## src/rtl/kbd_fifo.sv

```systemverilog
// kbd_fifo: keyboard receive buffer between the PS/2 controller and the CPU bus.
// Scancode strobes are queued in a circular FIFO. The CPU reads the head byte
// (offset 0) and a status byte (offset 1). Because the bus has no read strobe,
// the CPU pops by writing offset 0, and it clears overflow or flushes by
// writing offset 1.
// Optional feature macro: KBD_BREAK_MERGE_EN. When it is defined, a 0xF0 break
// prefix is folded into a brk bit on the following scancode, and that bit is
// reported as STATUS[3].
module kbd_fifo #(
  parameter int DEPTH_LOG2 = 4
) (
  input  logic       CLOCK,
  input  logic       RESET_N,
  input  logic [7:0] PS2_DATA,
  input  logic       PS2_HIT,
  input  logic       SEL,
  input  logic       ADDR,
  input  logic [7:0] WDATA,
  input  logic       WREN,
  output logic [7:0] Q,
  output logic       NOT_EMPTY
);

  localparam int DEPTH = 1 << DEPTH_LOG2;
`ifdef KBD_BREAK_MERGE_EN
  localparam int ENTRY_W = 9;
`else
  localparam int ENTRY_W = 8;
`endif

  logic [ENTRY_W-1:0]    mem [DEPTH];
  logic [DEPTH_LOG2-1:0] rptr;
  logic [DEPTH_LOG2-1:0] wptr;
  logic [DEPTH_LOG2:0]   count;
  logic                  ovf;

  logic                  empty;
  logic                  full;
  logic                  pop_req;
  logic                  ctrl_wr;
  logic                  flush;
  logic                  ovf_clr;
  logic                  store_req;
  logic                  do_push;
  logic                  do_pop;
  logic                  ovf_set;
  logic [ENTRY_W-1:0]    push_entry;
  logic [ENTRY_W-1:0]    head;
  logic                  brk;
  logic                  unused_wdata;

  assign empty     = (count == '0);
  assign full      = (count == DEPTH[DEPTH_LOG2:0]);
  assign NOT_EMPTY = ~empty;
  assign head      = mem[rptr];

  assign pop_req = SEL & WREN & ~ADDR;
  assign ctrl_wr = SEL & WREN & ADDR;
  assign flush   = ctrl_wr & WDATA[7];
  assign ovf_clr = ctrl_wr & WDATA[2];

  // A pop accepted in the same cycle frees a slot, so a push into a full FIFO
  // still succeeds when it coincides with a pop. Flush drops any same-cycle push.
  assign do_pop  = pop_req & ~empty;
  assign do_push = store_req & (~full | do_pop) & ~flush;
  assign ovf_set = store_req & full & ~do_pop & ~flush;

  // Only the flush and overflow-clear bits of a control write carry meaning.
  assign unused_wdata = ^{WDATA[6:3], WDATA[1:0]};

`ifdef KBD_BREAK_MERGE_EN
  logic pending;
  logic is_break;

  assign is_break   = (PS2_DATA == 8'hF0);
  assign store_req  = PS2_HIT & ~is_break;
  assign push_entry = {pending, PS2_DATA};
  assign brk        = ~empty & head[8];

  // Remember a 0xF0 prefix until the next scancode, which consumes it even when that scancode is lost to overflow.
  always_ff @(posedge CLOCK or negedge RESET_N) begin
    if (!RESET_N) begin
      pending <= 1'b0;
    end else if (flush) begin
      pending <= 1'b0;
    end else if (PS2_HIT) begin
      pending <= is_break;
    end
  end
`else
  assign store_req  = PS2_HIT;
  assign push_entry = PS2_DATA;
  assign brk        = 1'b0;
`endif

  // Storage is never reset; its contents are only visible when count says an entry is valid.
  always_ff @(posedge CLOCK) begin
    if (do_push) begin
      mem[wptr] <= push_entry;
    end
  end

  // Pointers and occupancy: flush clears everything, otherwise push and pop move independently.
  always_ff @(posedge CLOCK or negedge RESET_N) begin
    if (!RESET_N) begin
      rptr  <= '0;
      wptr  <= '0;
      count <= '0;
    end else if (flush) begin
      rptr  <= '0;
      wptr  <= '0;
      count <= '0;
    end else begin
      if (do_push) begin
        wptr <= wptr + DEPTH_LOG2'(1);
      end
      if (do_pop) begin
        rptr <= rptr + DEPTH_LOG2'(1);
      end
      if (do_push && !do_pop) begin
        count <= count + (DEPTH_LOG2 + 1)'(1);
      end else if (do_pop && !do_push) begin
        count <= count - (DEPTH_LOG2 + 1)'(1);
      end
    end
  end

  // Sticky overflow flag; a same-cycle clear beats a same-cycle set.
  always_ff @(posedge CLOCK or negedge RESET_N) begin
    if (!RESET_N) begin
      ovf <= 1'b0;
    end else if (ovf_clr) begin
      ovf <= 1'b0;
    end else if (ovf_set) begin
      ovf <= 1'b1;
    end
  end

  // Register read mux: the head byte reads as zero when the FIFO is empty.
  always_comb begin
    Q = 8'h00;
    if (ADDR) begin
      Q = {4'b0000, brk, ovf, full, ~empty};
    end else if (!empty) begin
      Q = head[7:0];
    end
  end

endmodule

```

## config.mk

```make
export PLATFORM = sky130hd
export DESIGN_NAME = kbd_fifo
export DESIGN_NICKNAME = d
export VERILOG_FILES = /design/src/rtl/kbd_fifo.sv
export SDC_FILE = /design/constraint.sdc
export NUM_CORES = 1
export LEC_CHECK = 0
export BUFFER_PORTS_ARGS = -buffer_cell sky130_fd_sc_hd__buf_2
export CAP_MARGIN = 20
export CORE_MARGIN = 2
export CORE_UTILIZATION = 60
export DETAILED_ROUTE_END_ITERATION = 6
export GPL_TIMING_DRIVEN = 0
export PLACE_DENSITY = 0.78
export SLEW_MARGIN = 10
export SYNTH_ARGS = -nofsm -noshare
export SYNTH_HDL_FRONTEND = slang
export SYNTH_SLANG_ARGS = --single-unit
```

## constraint.sdc

```tcl
create_clock -name CLOCK -period 5.15 [get_ports CLOCK]
set_input_delay 1.03 -clock CLOCK [delete_from_list [all_inputs] [get_ports CLOCK]]
set_output_delay 1.03 -clock CLOCK [all_outputs]
set_load 0.005 [all_outputs]
```

==> results of run 1 <==
-- cells by family after synthesis --
| family | share of synthesized area (%) |
|---|---|
| muxes | 12.7 |
| xor gates and xnor gates | 0.709 |
| DFF | 67.9 |
| AOI/OAI and AO/OA | 5.43 |
| and+or+nand+nor | 7.55 |
| buffers and inverters | 3.56 |
| adders and majority gates | 2.15 |
-- power breakdown --
group,switching [mW],internal (mW)
registers,0.0744,1.39
logic,0.609,0.490
clock network,0.444,0.626
total,1.13,2.51
-- how the worst max path moves through the flow --
stage               slack (ps)  startpoint         to
floorplan                 2110        ADDR   count[4]
global placement          1270        ADDR  mem[4][7]
detailed placement        1830         SEL   count[4]
CTS                       1480     rptr[0]       Q[3]
global route              1410     rptr[0]       Q[3]
finish                    1520     rptr[0]       Q[3]
-- cells in the mapped netlist, types with 4 or more instances --
master | number | share of area, %
mux4_2 | 26 | 9.5
ha_1 | 9 | 1.8
nor4_1 | 10 | 1.0
dfrtp_1 | 14 | 5.7
nand3_1 | 5 | 0.40
o21ai_0 | 4 | 0.32
a31oi_1 | 4 | 0.40
a21oi_1 | 4 | 0.32
mux2i_1 | 10 | 1.6
buf_2 | 8 | 0.65
inv_1 | 9 | 0.55
buf_6 | 8 | 1.5
nor2_1 | 24 | 1.5
a211oi_1 | 8 | 0.97
a2111oi_0 | 5 | 0.71
nor2b_1 | 8 | 0.81
nor3_1 | 7 | 0.57
nand2_1 | 14 | 0.85
edfxtp_1 | 128 | 62
-- stage by stage --
| step | setup WS (ps) | std cells | hold WS [ps] |
|---|---|---|---|
| 2_1_floorplan | 2110 | 358 | 542 |
| 4_1_cts | 1480 | 553 | 385 |
| 3_3_place_gp | 1270 | 516 | 565 |
| 6_report | 1520 | 553 | 394 |
| 3_5_place_dp | 1830 | 524 | 571 |
| 5_1_grt | 1410 | 553 | 395 |
-- registers in the layout, summed over array words and instances (netlist names) --
name / cells
mem: 128
count: 5
rptr: 4
wptr: 4
ovf: 1
-- area by class of cell --
class / instances / area, µm²
Clock buffer: 17 / 414
Timing Repair Buffer: 30 / 165
Inverter: 9 / 33.8
Fill cell: 648 / 3040
Buffer: 23 / 186
Sequential cell: 142 / 4190
Clock inverter: 12 / 100
Multi-Input combinational cell: 184 / 1840
Tap cell: 136 / 170
-- metal layers --
metal,track usage (%),wire (µm),vias up
met5,0,0,-
met4,11.0,340,0
met3,6.99,751,23
met2,37.6,6090,129
met1,35.3,5500,1823
li1,-,-,1543
==> summary.md, run 1 <==
| Metric | Value |
|---|---|
| Post-place instance area | `0.00659 mm²` |
| Final Hold Vio Count | `0` |
| Overflow left after global routing | `0` |
| TritonCTS buffer count | `17` |
| Total number of vias | `3518` |
| Number of instances in the synthesized netlist | `358` |
| Post CTS Setup Buffer Count | `0` |
| Number of buffers and inverters on the critical path | `3` |
| Area growth syn-to-layout | `14.9%` |
| Post-synthesis register bit count | `142` |
| CP max stage cell | `mux4_1` |
| Starting density of the core | `61.0%` |
| Outcome | `complete, no violations` |
| Number of cell instances on the worst register-to-register path | `9` |
| Count of final max-slew check failures | `0` |
| Biggest cell delay along the critical path | `570 ps` |
| Iter 0 DRT Violations | `256` |
| Detailed-route DRC error count | `0` |
| CTS Buffer Depth | `2` |
| Setup tns final | `0 ps` |
| Via count of the first global-routing pass | `3606` |
| Count of synthesis-stage warnings from yosys | `0` |
| Leakage | `2.43 nW` |
| Unrepaired setup endpoints after global routing | `no` |
| # clock sinks | `142` |
| Net count after synthesis | `390` |
| Port Buf Inserts | `22` |
| Proportion of layout cells with a drive suffix above 1 | `29.5%` |
| Yosys cell types | `53` |
| Average size of a mapped cell | `17.3 µm²` |
| Die W | `105 µm` |
| Highest clock rate | `276 MHz` |
| Crit Path Class | `flop to primary output` |
| Total of max-cap violations | `0` |
| Cell family contributing the most delay on the critical path | `multiplexers` |
| Worst min-delay path class | `input pin to async pin` |
| P per Cell Area | `512 mW/mm²` |
| Number of ports placed on the die boundary | `31` |
| Arrival time reported for the critical path endpoint | `2600 ps` |
| Commonest cells after routing, fill and taps aside | `128 x edfxtp_1, 32 x buf_2, 26 x mux4_2` |
| Post-cts resize count | `0` |
| Via count normalized by instance count | `6.36` |
| CTS clk-pin slew, worst paths | `60 ps` |
| Sequence of cells on the critical path | `buf_6, buf_12, mux4_1, a211oi_1, a2111oi_0, buf_2` |
| Library cell used as clock root buffer | `clkbuf_8` |
| Total number of H-tree levels | `4` |
| Post-Route Skew | `10.0 ps` |
| Endpoint of the worst-slack reg-to-reg timing path | `count[4]` |
| CP Launch Type | `flop` |
| CTS tree | `built` |
| Maximum number of pins on one net before global-route repair | `17` |
| Worst-margin pin slew | `1050 ps` |
| Inserted Diodes | `0` |
| Core Util, Final | `70.0%` |
| Final-stage net count | `439` |
| Detailed placement HPWL | `8.53 mm` |
| Pwr Total | `3.64 mW` |
| Height of the chip | `105 µm` |
| Data required time of the worst path | `4120 ps` |
| Post-DRT Antenna Nets | `0` |
| Routability congestion estimate from global placement | `0.865` |
| Number of flops mapped to enable cells by yosys | `128` |
| Type of element capturing the critical path | `primary output` |
| Critical R2R Launch | `count[1]` |
| Predominant post-synthesis flop cell | `edfxtp_1` |
| All-Layer GR Usage | `25.2%` |
| Worst reg-to-reg setup slack | `2130 ps` |
| Number of antenna violations at the first check in global routing | `0` |
| Most frequent standard cell in the layout excluding fill and tap cells | `edfxtp_1` |
| Maximum ir drop on the vdd rail | `0.307 mV` |
| Total of endpoints with negative setup slack in the final report | `0` |
| Maximum net fanout on the critical path | `10` |
| Proportion of synthesized flip-flops having asynchronous set or reset | `9.86%` |
| Period utilization | `70.5%` |
| Area of the die | `0.0111 mm²` |
| Share of the yosys chip area belonging to registers | `67.9%` |
| Post-synthesis instance area | `0.00618 mm²` |
| Wire length of the first global-routing pass | `19.9 mm` |
| Clk Latency, worst-skew pair | `540 ps` |
| Average routed wire per standard cell | `22.9 µm` |
| Hold buffer count at CTS | `0` |
| Time the final worst path needs with I/O delays and setup | `3630 ps` |
| Core Box Area | `0.0101 mm²` |
| Post-route standard cell area excluding fillers | `0.00710 mm²` |
| Relative slew margins | `29.9%` |
| First-pass iteration count of the detailed router | `5` |
| Stages on worst setup path | `6` |
| Floorplan row count | `37` |
| DRT Wirelength | `12.7 mm` |
No activity file was read; power rests on OpenSTA's default activity.
==> run 2: changes to the inputs <==
CORE_UTILIZATION = 55   (was 60)
PLACE_DENSITY = 0.76   (was 0.78)
clock period = 3.27 ns   (was 5.15 ns; I/O delays follow)
==> run 2 against run 1 <==
  * Flip-flop and latch count did not move
  * Critical path type unchanged
  * Critical path depth unchanged
  * Sequential share of layout area down 0.39 points
  * Critical endpoint unchanged
  * Clock skew down 0.64 ps
  * Global-route usage decreased by 2.3 points
  * Core utilization down 4.4 points
  * Combinational power rose by 59%
==> summary.md, run 2 (same netlist as run 1, synthesis figures left out) <==
| Metric | Value |
|---|---|
| Number of ports placed on the die boundary | `31` |
| Count of final max-slew check failures | `0` |
| Commonest cells after routing, fill and taps aside | `128 x edfxtp_1, 30 x buf_2, 26 x mux4_2` |
| Sequence of cells on the critical path | `buf_6, buf_12, mux4_1, a211oi_1, a2111oi_0, buf_2` |
| Outcome | `complete, no violations` |
| Highest clock rate | `314 MHz` |
| Via count normalized by instance count | `6.25` |
| Proportion of layout cells with a drive suffix above 1 | `30.7%` |
| Leakage | `2.44 nW` |
| Relative slew margins | `31.1%` |
| Die W | `110 µm` |
| CTS clk-pin slew, worst paths | `60 ps` |
| Total number of H-tree levels | `4` |
| Worst min-delay path class | `input pin to async pin` |
| Clock power frac | `30.1%` |
| Top register by number of flip-flops | `mem` |
| Number of cell instances on the worst register-to-register path | `9` |
| Number of buffers and inverters on the critical path | `3` |
| CTS Buffer Depth | `2` |
| Registers with the most flip-flops | `mem (128), count (5)` |
| Maximum number of pins on one net before global-route repair | `17` |
| CP max stage cell | `mux4_1` |
| Iter 0 DRT Violations | `374` |
| Crit Path Class | `flop to primary output` |
| Maximum net fanout on the critical path | `10` |
| Total internal power | `3.93 mW` |
| Total of endpoints with negative setup slack in the final report | `0` |
| First-pass iteration count of the detailed router | `5` |
| Average routed wire per standard cell | `22.5 µm` |
| Inserted Diodes | `0` |
| Time the final worst path needs with I/O delays and setup | `3190 ps` |
| Area of the die | `0.0121 mm²` |
| Biggest cell delay along the critical path | `540 ps` |
| Arrival time reported for the critical path endpoint | `2530 ps` |
| Unrepaired setup endpoints after global routing | `no` |
| CP Launch Type | `flop` |
| Switching part of the total power | `32.3%` |
| Wire length of the first global-routing pass | `19.4 mm` |
| Core Util, Final | `65.6%` |
| Routability congestion estimate from global placement | `0.878` |
| Starting density of the core | `56.8%` |
| DRT Wirelength | `12.6 mm` |
| Total number of vias | `3501` |
| Number of filler cells placed in the layout | `723` |
| Largest register FFs | `128` |
| Combinational cell fraction of total power | `30.1%` |
| Setup tns final | `0 ps` |
| Data required time of the worst path | `2620 ps` |
| Post-DRT Antenna Nets | `0` |
| Hold buffer count at CTS | `0` |
| Height of the chip | `110 µm` |
| # clock sinks | `142` |
| Overflow left after global routing | `0` |
| All-Layer GR Usage | `22.9%` |
| Pwr Total | `5.80 mW` |
| Part of the power in registers | `39.8%` |
| Net switching power of the design | `1.87 mW` |
| Cell family contributing the most delay on the critical path | `compound AO/OA/AOI/OAI gates` |
| CTS tree | `built` |
| Period utilization | `97.5%` |
| Core Box Area | `0.0109 mm²` |
| Via count of the first global-routing pass | `3504` |
| Clk Latency, worst-skew pair | `530 ps` |
| TritonCTS buffer count | `17` |
| Final Hold Vio Count | `0` |
| Post-cts resize count | `0` |
| Final-stage net count | `439` |
| Total of max-cap violations | `0` |
| Post CTS Setup Buffer Count | `0` |
| Detailed-route DRC error count | `0` |
| Maximum ir drop on the vdd rail | `0.564 mV` |
| Worst-margin pin slew | `1030 ps` |
| Type of element capturing the critical path | `primary output` |
| Stages on worst setup path | `6` |
| Port Buf Inserts | `22` |
| Floorplan row count | `38` |
| Detailed placement HPWL | `8.45 mm` |
| Library cell used as clock root buffer | `clkbuf_8` |
| P per Cell Area | `812 mW/mm²` |
| Most frequent standard cell in the layout excluding fill and tap cells | `edfxtp_1` |
| Area growth syn-to-layout | `15.7%` |
| Number of antenna violations at the first check in global routing | `0` |
| Post-Route Skew | `9.36 ps` |
## run 2: cell types whose count changed in the layout (fill, tap and decap cells not counted), moves of 2 or more
cell and delta:
buf_4 +2, inv_6 +4, inv_8 +3, clkinv_2 -3, buf_2 -2
## run 2: final timing paths
kind                                from  endpoint  slack, ps
worst max register to register  count[1]  count[4]        230
worst max-delay path             rptr[0]      Q[3]         80
worst min register to register   wptr[1]   wptr[1]        630
worst min-delay path             RESET_N  count[1]         30
max in group asynchronous        RESET_N   wptr[0]       2980
min in group CLOCK              WDATA[2]       ovf        360
## run 2: per-stage QoR
step / setup WS, ps / hold WS, ps / area [µm²] / instances
after global routing: 8.19 / 44.6 / 7150 / 560
final: 81.7 / 26.5 / 7150 / 560
after detailed placement: 188 / 580 / 6600 / 528
after floorplan: 553 / 358 / 6180 / 358
after global placement: -205 / 574 / 6460 / 520
after CTS: 74.1 / 33.2 / 7140 / 560
## run 2: power by group through the flow
stage                     clock [mW]  combinational, mW  sequential [mW]
final                           1.74               1.75             2.31
after CTS                       1.75               1.74             2.31
after floorplan                    0               1.23             2.31
after global placement             0               1.61             2.33
after global routing            1.83               1.90             2.33
after detailed placement           0               1.72             2.34
## run 2: cell type report
type / instances / area [µm²] / share of cell area [%]
flip-flops and latches: 142 / 4190 / 58.7
plain buffers: 23 / 186 / 2.61
repair buffers: 30 / 170 / 2.38
clock buffers: 17 / 414 / 5.79
multi-input cells: 184 / 1850 / 25.8
inverters: 9 / 33.8 / 0.473
well taps: 140 / 175 / 2.45
clock inverters: 15 / 128 / 1.79
## run 2: per-layer routing
| layer | global-route usage, % | wire (µm) | vias up |
|---|---|---|---|
| met3 | 6.00 | 761 | 20 |
| met2 | 35.5 | 6340 | 124 |
| li1 | - | - | 1548 |
| met5 | 0 | 0 | - |
| met1 | 31.9 | 5290 | 1809 |
| met4 | 7.59 | 210 | 0 |
